File: src/rtl/upp_frame_monitor.sv
// Receive-side uPP frame checker: hunts SYNC, parses the header, forwards the payload,
// verifies the additive checksum and sequence continuity, and counts good/bad frames.
module upp_frame_monitor #(
    parameter logic [15:0] SYNC_WORD = 16'hA5A5,
    parameter logic [7:0]  MAX_LEN   = 8'd64,
    parameter logic [7:0]  GAP_MAX   = 8'd32
) (
    input  logic        iclk,
    input  logic        ireset,
    input  logic [15:0] iDATA,
    input  logic        iENA,
    output logic [15:0] oDATA,
    output logic        oVALID,
    output logic        oSOF,
    output logic        oEOF,
    output logic        oFRAME_OK,
    output logic        oFRAME_ERR,
    output logic [1:0]  oERR_CODE,
    output logic        oSEQ_ERR,
    output logic [15:0] oOK_CNT,
    output logic [15:0] oERR_CNT
);

    typedef enum logic [1:0] {HUNT, HDR, PAYLOAD, CSUM} state_t;

    state_t      state;
    logic [15:0] sum;
    logic [7:0]  seqReg;
    logic [7:0]  lenReg;
    logic [7:0]  remain;
    logic [7:0]  gapCnt;
    logic [7:0]  expSeq;
    logic        seqValid;

    always_ff @(posedge iclk) begin
        if (ireset) begin
            state      <= HUNT;
            sum        <= '0;
            seqReg     <= '0;
            lenReg     <= '0;
            remain     <= '0;
            gapCnt     <= '0;
            expSeq     <= '0;
            seqValid   <= 1'b0;
            oDATA      <= '0;
            oVALID     <= 1'b0;
            oSOF       <= 1'b0;
            oEOF       <= 1'b0;
            oFRAME_OK  <= 1'b0;
            oFRAME_ERR <= 1'b0;
            oERR_CODE  <= '0;
            oSEQ_ERR   <= 1'b0;
            oOK_CNT    <= '0;
            oERR_CNT   <= '0;
        end else begin
            oVALID     <= 1'b0;
            oSOF       <= 1'b0;
            oEOF       <= 1'b0;
            oFRAME_OK  <= 1'b0;
            oFRAME_ERR <= 1'b0;
            oSEQ_ERR   <= 1'b0;

            if (state != HUNT && !iENA) gapCnt <= gapCnt + 8'd1;
            else                        gapCnt <= '0;

            // Timeout fires on the idle cycle that would bring the gap count to GAP_MAX.
            if (state != HUNT && !iENA && gapCnt == GAP_MAX - 8'd1) begin
                oFRAME_ERR <= 1'b1;
                oERR_CODE  <= 2'd3;
                if (oERR_CNT != '1) oERR_CNT <= oERR_CNT + 16'd1;
                state <= HUNT;
            end else if (iENA) begin
                case (state)
                    HUNT: begin
                        if (iDATA == SYNC_WORD) state <= HDR;
                    end
                    HDR: begin
                        seqReg <= iDATA[15:8];
                        lenReg <= iDATA[7:0];
                        remain <= iDATA[7:0];
                        sum    <= iDATA;
                        if (iDATA[7:0] > MAX_LEN) begin
                            oFRAME_ERR <= 1'b1;
                            oERR_CODE  <= 2'd1;
                            if (oERR_CNT != '1) oERR_CNT <= oERR_CNT + 16'd1;
                            state <= HUNT;
                        end else if (iDATA[7:0] == 8'd0) begin
                            state <= CSUM;
                        end else begin
                            state <= PAYLOAD;
                        end
                    end
                    PAYLOAD: begin
                        oDATA  <= iDATA;
                        oVALID <= 1'b1;
                        oSOF   <= (remain == lenReg);
                        oEOF   <= (remain == 8'd1);
                        sum    <= sum + iDATA;
                        remain <= remain - 8'd1;
                        if (remain == 8'd1) state <= CSUM;
                    end
                    CSUM: begin
                        if (iDATA == sum) begin
                            oFRAME_OK <= 1'b1;
                            oERR_CODE <= '0;
                            if (oOK_CNT != '1) oOK_CNT <= oOK_CNT + 16'd1;
                            // The first good frame after reset only establishes the expected sequence.
                            if (seqValid && seqReg != expSeq) oSEQ_ERR <= 1'b1;
                            expSeq   <= seqReg + 8'd1;
                            seqValid <= 1'b1;
                        end else begin
                            oFRAME_ERR <= 1'b1;
                            oERR_CODE  <= 2'd2;
                            if (oERR_CNT != '1) oERR_CNT <= oERR_CNT + 16'd1;
                        end
                        state <= HUNT;
                    end
                    default: state <= HUNT;
                endcase
            end
        end
    end

endmodule

File: config.mk
export PLATFORM = sky130hd
export DESIGN_NAME = upp_frame_monitor
export DESIGN_NICKNAME = d
export VERILOG_FILES = /design/src/rtl/upp_frame_monitor.sv
export SDC_FILE = /design/constraint.sdc
export NUM_CORES = 1
export LEC_CHECK = 0
export ABC_AREA = 0
export CORE_MARGIN = 1
export CORE_UTILIZATION = 50
export CTS_CLUSTER_SIZE = 25
export DETAILED_ROUTE_END_ITERATION = 12
export PLACE_DENSITY = 0.73
export SLEW_MARGIN = 20
export SYNTH_ARGS = -nofsm -noshare
export SYNTH_HDL_FRONTEND = slang
export SYNTH_SLANG_ARGS = --single-unit
File: constraint.sdc
create_clock -name iclk -period 3.6 [get_ports iclk]
set_input_delay 0.72 -clock iclk [delete_from_list [all_inputs] [get_ports iclk]]
set_output_delay 0.72 -clock iclk [all_outputs]
set_load 0.05 [all_outputs]
; Yosys cells after proc, flatten, opt, wreduce, memory -nomap -nowiden
; Cells that the tools add are included.
[word_totals]
reg_bits = 115
in_bits = 19
out_inout_bits = 56
word_cells = 96
[classes]
n_addsub = 6
magnitude_cmp = 1
eq_ne = 15
n_mux = 26
bitwise_logic = 6
reduce_logical = 24
[op_table]
columns = op, n
row1 = $mux W16, 5
row2 = $pmux W16 S2, 2
row3 = $add A16 B1 Y16 const B, 2
row4 = $ne A16 B16 Y1 const B, 2
row5 = $add A16 B16 Y16, 1
row6 = $add A8 B1 Y8 const B, 2
row7 = $eq A16 B16 Y1, 1
row8 = $eq A16 B16 Y1 const B, 1
row9 = $pmux W8 S2, 1
row10 = $reduce_and A3 Y1, 5
row11 = $mux W2, 7
row12 = $eq A8 B1 Y1 const B, 1
row13 = $eq A8 B5 Y1 const B, 1
row14 = $eq A8 B8 Y1, 1
row15 = $gt A8 B7 Y1 const B, 1
row16 = $logic_not A8 Y1, 1
row17 = $mux W1, 8
row18 = $ne A8 B8 Y1, 1
row19 = $pmux W2 S4, 1
row20 = $reduce_and A4 Y1, 2
row21 = $reduce_or A4 Y1, 2
row22 = $sub A8 B1 Y8 const B, 1
row23 = $ne A3 B3 Y1 const B, 2
row24 = $not A1 Y1, 6
row25 = other kinds (14), 21

; Depth between registers and ports, before layout
[logic_depth]
ltp_word = 6
depth_mapped = 10
ltp_nobuf = 9

; Least setup slack after synthesis
; Ideal clock, no wire load.
[synth_timing]
path_type = input port to flip-flop
from = input port iDATA[11]
to = register oOK_CNT[12]
setup_ps = 123
t_arrival_ps = 2689
required_ps = 3477
setup_slack_ps = 787
path_stages = 10
n_path_buf = 2
path_cell_list = ha_1 > clkbuf_1 > nor4_1 > nand3_1 > nor3_1 > buf_2 > nand2_1 > nor2_1 > nand3_1 > mux2_1
[synth_via]
elab_chain_cells = 2
[synth_lines]
columns = element, line
row1 = from (decl), 10  ; input logic [15:0] iDATA,
row2 = $eq A16 B16 Y1, 103  ; if (iDATA == sum) begin
row3 = $reduce_and A5 Y1 (no source line), -
row4 = to (signal assigned), 106  ; if (oOK_CNT != '1) oOK_CNT <= oOK_CNT + 16'd1;
row5 = to (decl), 20  ; output logic [15:0] oOK_CNT,
; Every way passes these cells.
; A chain may end at the register's enable or synchronous reset.

; Worst setup path after layout
[layout_timing]
from = input port iDATA[0]
to = register sum[12]
[layout_via]
elab_chain_cells = 2
[layout_lines]
columns = element, line
row1 = $add A16 B16 Y16, 98  ; sum <= sum + iDATA;
row2 = $pmux W16 S2, 73  ; case (state)
row3 = to (signal assigned), 81  ; sum <= iDATA;
row4 = to (signal assigned), 98
row5 = to (decl), 27  ; logic [15:0] sum;
; Every way passes these cells.

==> metrics.txt <==
status=complete, no violations; die height=111 µm; Via Count=5457; post_cts resized=0; final-report hold violation count=0; r2r startpoint=state[0]; Worst Reg-to-Reg Cells=9; final setup fails=0; site row count=39; CTS tree=done; drt pass-1 iters=5; IO Port Bufs=74; most frequent cells in the layout=dfxtp_1, nand2_1, nor2_1, clkdlybuf4s50_1, a21oi_1; Synth Flop Type=dfxtp_1; TritonCTS buffer count=17; root buffer cell=clkbuf_16; Post-CTS Hold Fix Bufs=0; DRC=0; number of flops mapped to enable cells by yosys=0; Slowest cell on crit path=fa_1; slew margin rel.=0.527; number of H-tree levels=4; Final HPWL DP=10600 µm; Worst Hold Class=reg2reg; vias in the first global route=5185; Worst-path clk slew=0.06 ns; synth top area cells=dfxtp_1, nand2_1, xor2_1, a21oi_1, ha_1; fillers=953; CP Data Required Time=3.93 ns; Final Max Tran Viols=0; crit share post-route=0.853; leading area contributor after synthesis=dfxtp_1; CTS Sinks=115; clock latency on the worst-skew pair=0.42 ns; Seq cells post-synth=115; Syn-to-layout area delta=29.0%; Post-CTS Setup Bufs=0; syn_nets=775; synth unique cells=60; Synthesis Warnings=0; Max IR drop VDD=386 µV; Synth Instances=730; TNS Setup=0 ns; pin count of the biggest net entering global routing=48; register-to-register setup slack=0.70 ns; upper clock frequency limit=326 MHz; post-route minimum period=3.07 ns; Tightest Pin Transition=0.707 ns; first-pass GRT wire length=25300 µm; Placed Cells=938; Clock Skew=0.0109 ns; asr flop ratio synth=0; capturing point of the worst reg2reg path=oERR_CNT[8]; grt ovf=0; Post-Syn Area=0.00589 mm²; full die area=0.0122 mm²; Critical Path Sink Type=flip-flop; CP cell instances=clkdlybuf4s50_1 -> ha_1 -> fa_1 -> a211oi_1 -> o211ai_1 -> a41o_1 -> a31oi_1 -> xnor2_1 -> nor2_1 -> nor4_1; end of the critical path=sum[12]; I/O Pins=75; post-route ant nets=0; initial antenna violation count=0; nets@finish=859; DR WL/cell=15.7 µm; commonest non-fill, non-tap cell in the layout=dfxtp_1; CP max FO=3; layout cells sized above 1=0.0883; core area=0.0115 mm²; final WL=15200 µm; CTS Buffer Depth=2; leak pwr=2.92 nW; Crit. Startpoint=iDATA[0]; Crit Path Category=in2reg; delay of the slowest critical-path stage=0.43 ns; # Max-Cap Violations=0; gp weighted congestion=0.864; RSZ-0062 raised after global routing=no; Initial DRC Count=372; fin util=0.662; Critical Path Start Type=input port; Vias/cell=5.63; Total GRT Usage=0.256; ANT cells=0; initial core utilization=0.513; P per Cell Area=451 mW/mm²; share of the synthesized area in the top cell type=0.391; Non-Filler Instances=970; Seq/Total Area, Yosys=0.391; Post-Syn Area per Cell=8.06 µm²; crit path DAT=3.40 ns; die width=111 µm
-- metal layers --
metal / up-vias / routed length, µm / GRT usage
met5: - / 0 / 0
met3: 14 / 660 / 0.0494
met1: 2593 / 7090 / 0.338
li1: 2726 / - / -
met4: 0 / 199 / 0.0907
met2: 124 / 7230 / 0.418
-- cells by family after synthesis --
family	after synthesis	synth area share
simple gates	307	0.247
flops	115	0.391
fa+ha+maj	26	0.0565
mux	8	0.0138
xor+xnor	63	0.0937
compound gates	155	0.162
buf+inv	56	0.0361
-- synth_stat cells (all sizes together), types with 16 or more instances --
master and number:
nand2 111, ha 25, a21oi 71, xor2 46
a211oi 19, clkbuf 34, dfxtp 115, o21ai 26
nor2 77, xnor2 17, inv 16, nand3 32
-- per-stage QoR --
step           hold slack, ns  total power [W]  setup WS (ns)  area, µm²
6_report                0.451          0.00342          0.530       7590
5_1_grt                 0.478          0.00351          0.314       7590
4_1_cts                 0.456          0.00344          0.542       7590
3_5_place_dp            0.448          0.00143          0.123       6890
3_3_place_gp            0.442          0.00143          0.193       6890
2_1_floorplan           0.426          0.00136          0.787       5890
-- where the power goes --
group | internal (W) | total [W] | switching [W] | leakage (nW)
Sequential | 0.00127 | 0.00127 | 0.00000000782 | 0.926
Combinational | 0.0000514 | 0.000129 | 0.0000773 | 1.65
Clock | 0.00140 | 0.00202 | 0.000616 | 0.343
Total | 0.00273 | 0.00342 | 0.000693 | 2.92
-- how the worst min path moves through the flow --
stage | start | end | slack [ns] | cells past startpoint
floorplan | gapCnt[0] | gapCnt[0] | 0.43 | 1
global placement | oDATA[13] | oDATA[13] | 0.44 | 2
detailed placement | oDATA[13] | oDATA[13] | 0.45 | 2
CTS | oDATA[6] | oDATA[6] | 0.46 | 2
global route | oDATA[15] | oDATA[15] | 0.48 | 2
finish | oDATA[13] | oDATA[13] | 0.45 | 2
-- sequential cells by signal (all words and copies together), names as in the netlist, 16 cells and up, named ones only --
name,cells
sum,16
oDATA,16
oERR_CNT,16
oOK_CNT,16
-- final cells by class --
class | instances | area, µm² | area share
sequential | 115 | 2300 | 0.303
multi-input combinational | 559 | 3380 | 0.445
clock inverter | 13 | 254 | 0.0334
clock buffer | 19 | 453 | 0.0596
timing repair buffer | 105 | 968 | 0.128
tap | 143 | 179 | 0.0236
inverter | 16 | 60.1 | 0.00791
-- critical path: cells and delay by family --
kind,cells,cell delay [ns]
AO/OA/AOI/OAI,4,1.11
XOR/XNOR,1,0.15
adder cells (fa/ha/maj),2,0.69
buffers and inverters,1,0.42
AND/OR/NAND/NOR,2,0.30
No activity file was read; power rests on OpenSTA's default activity.
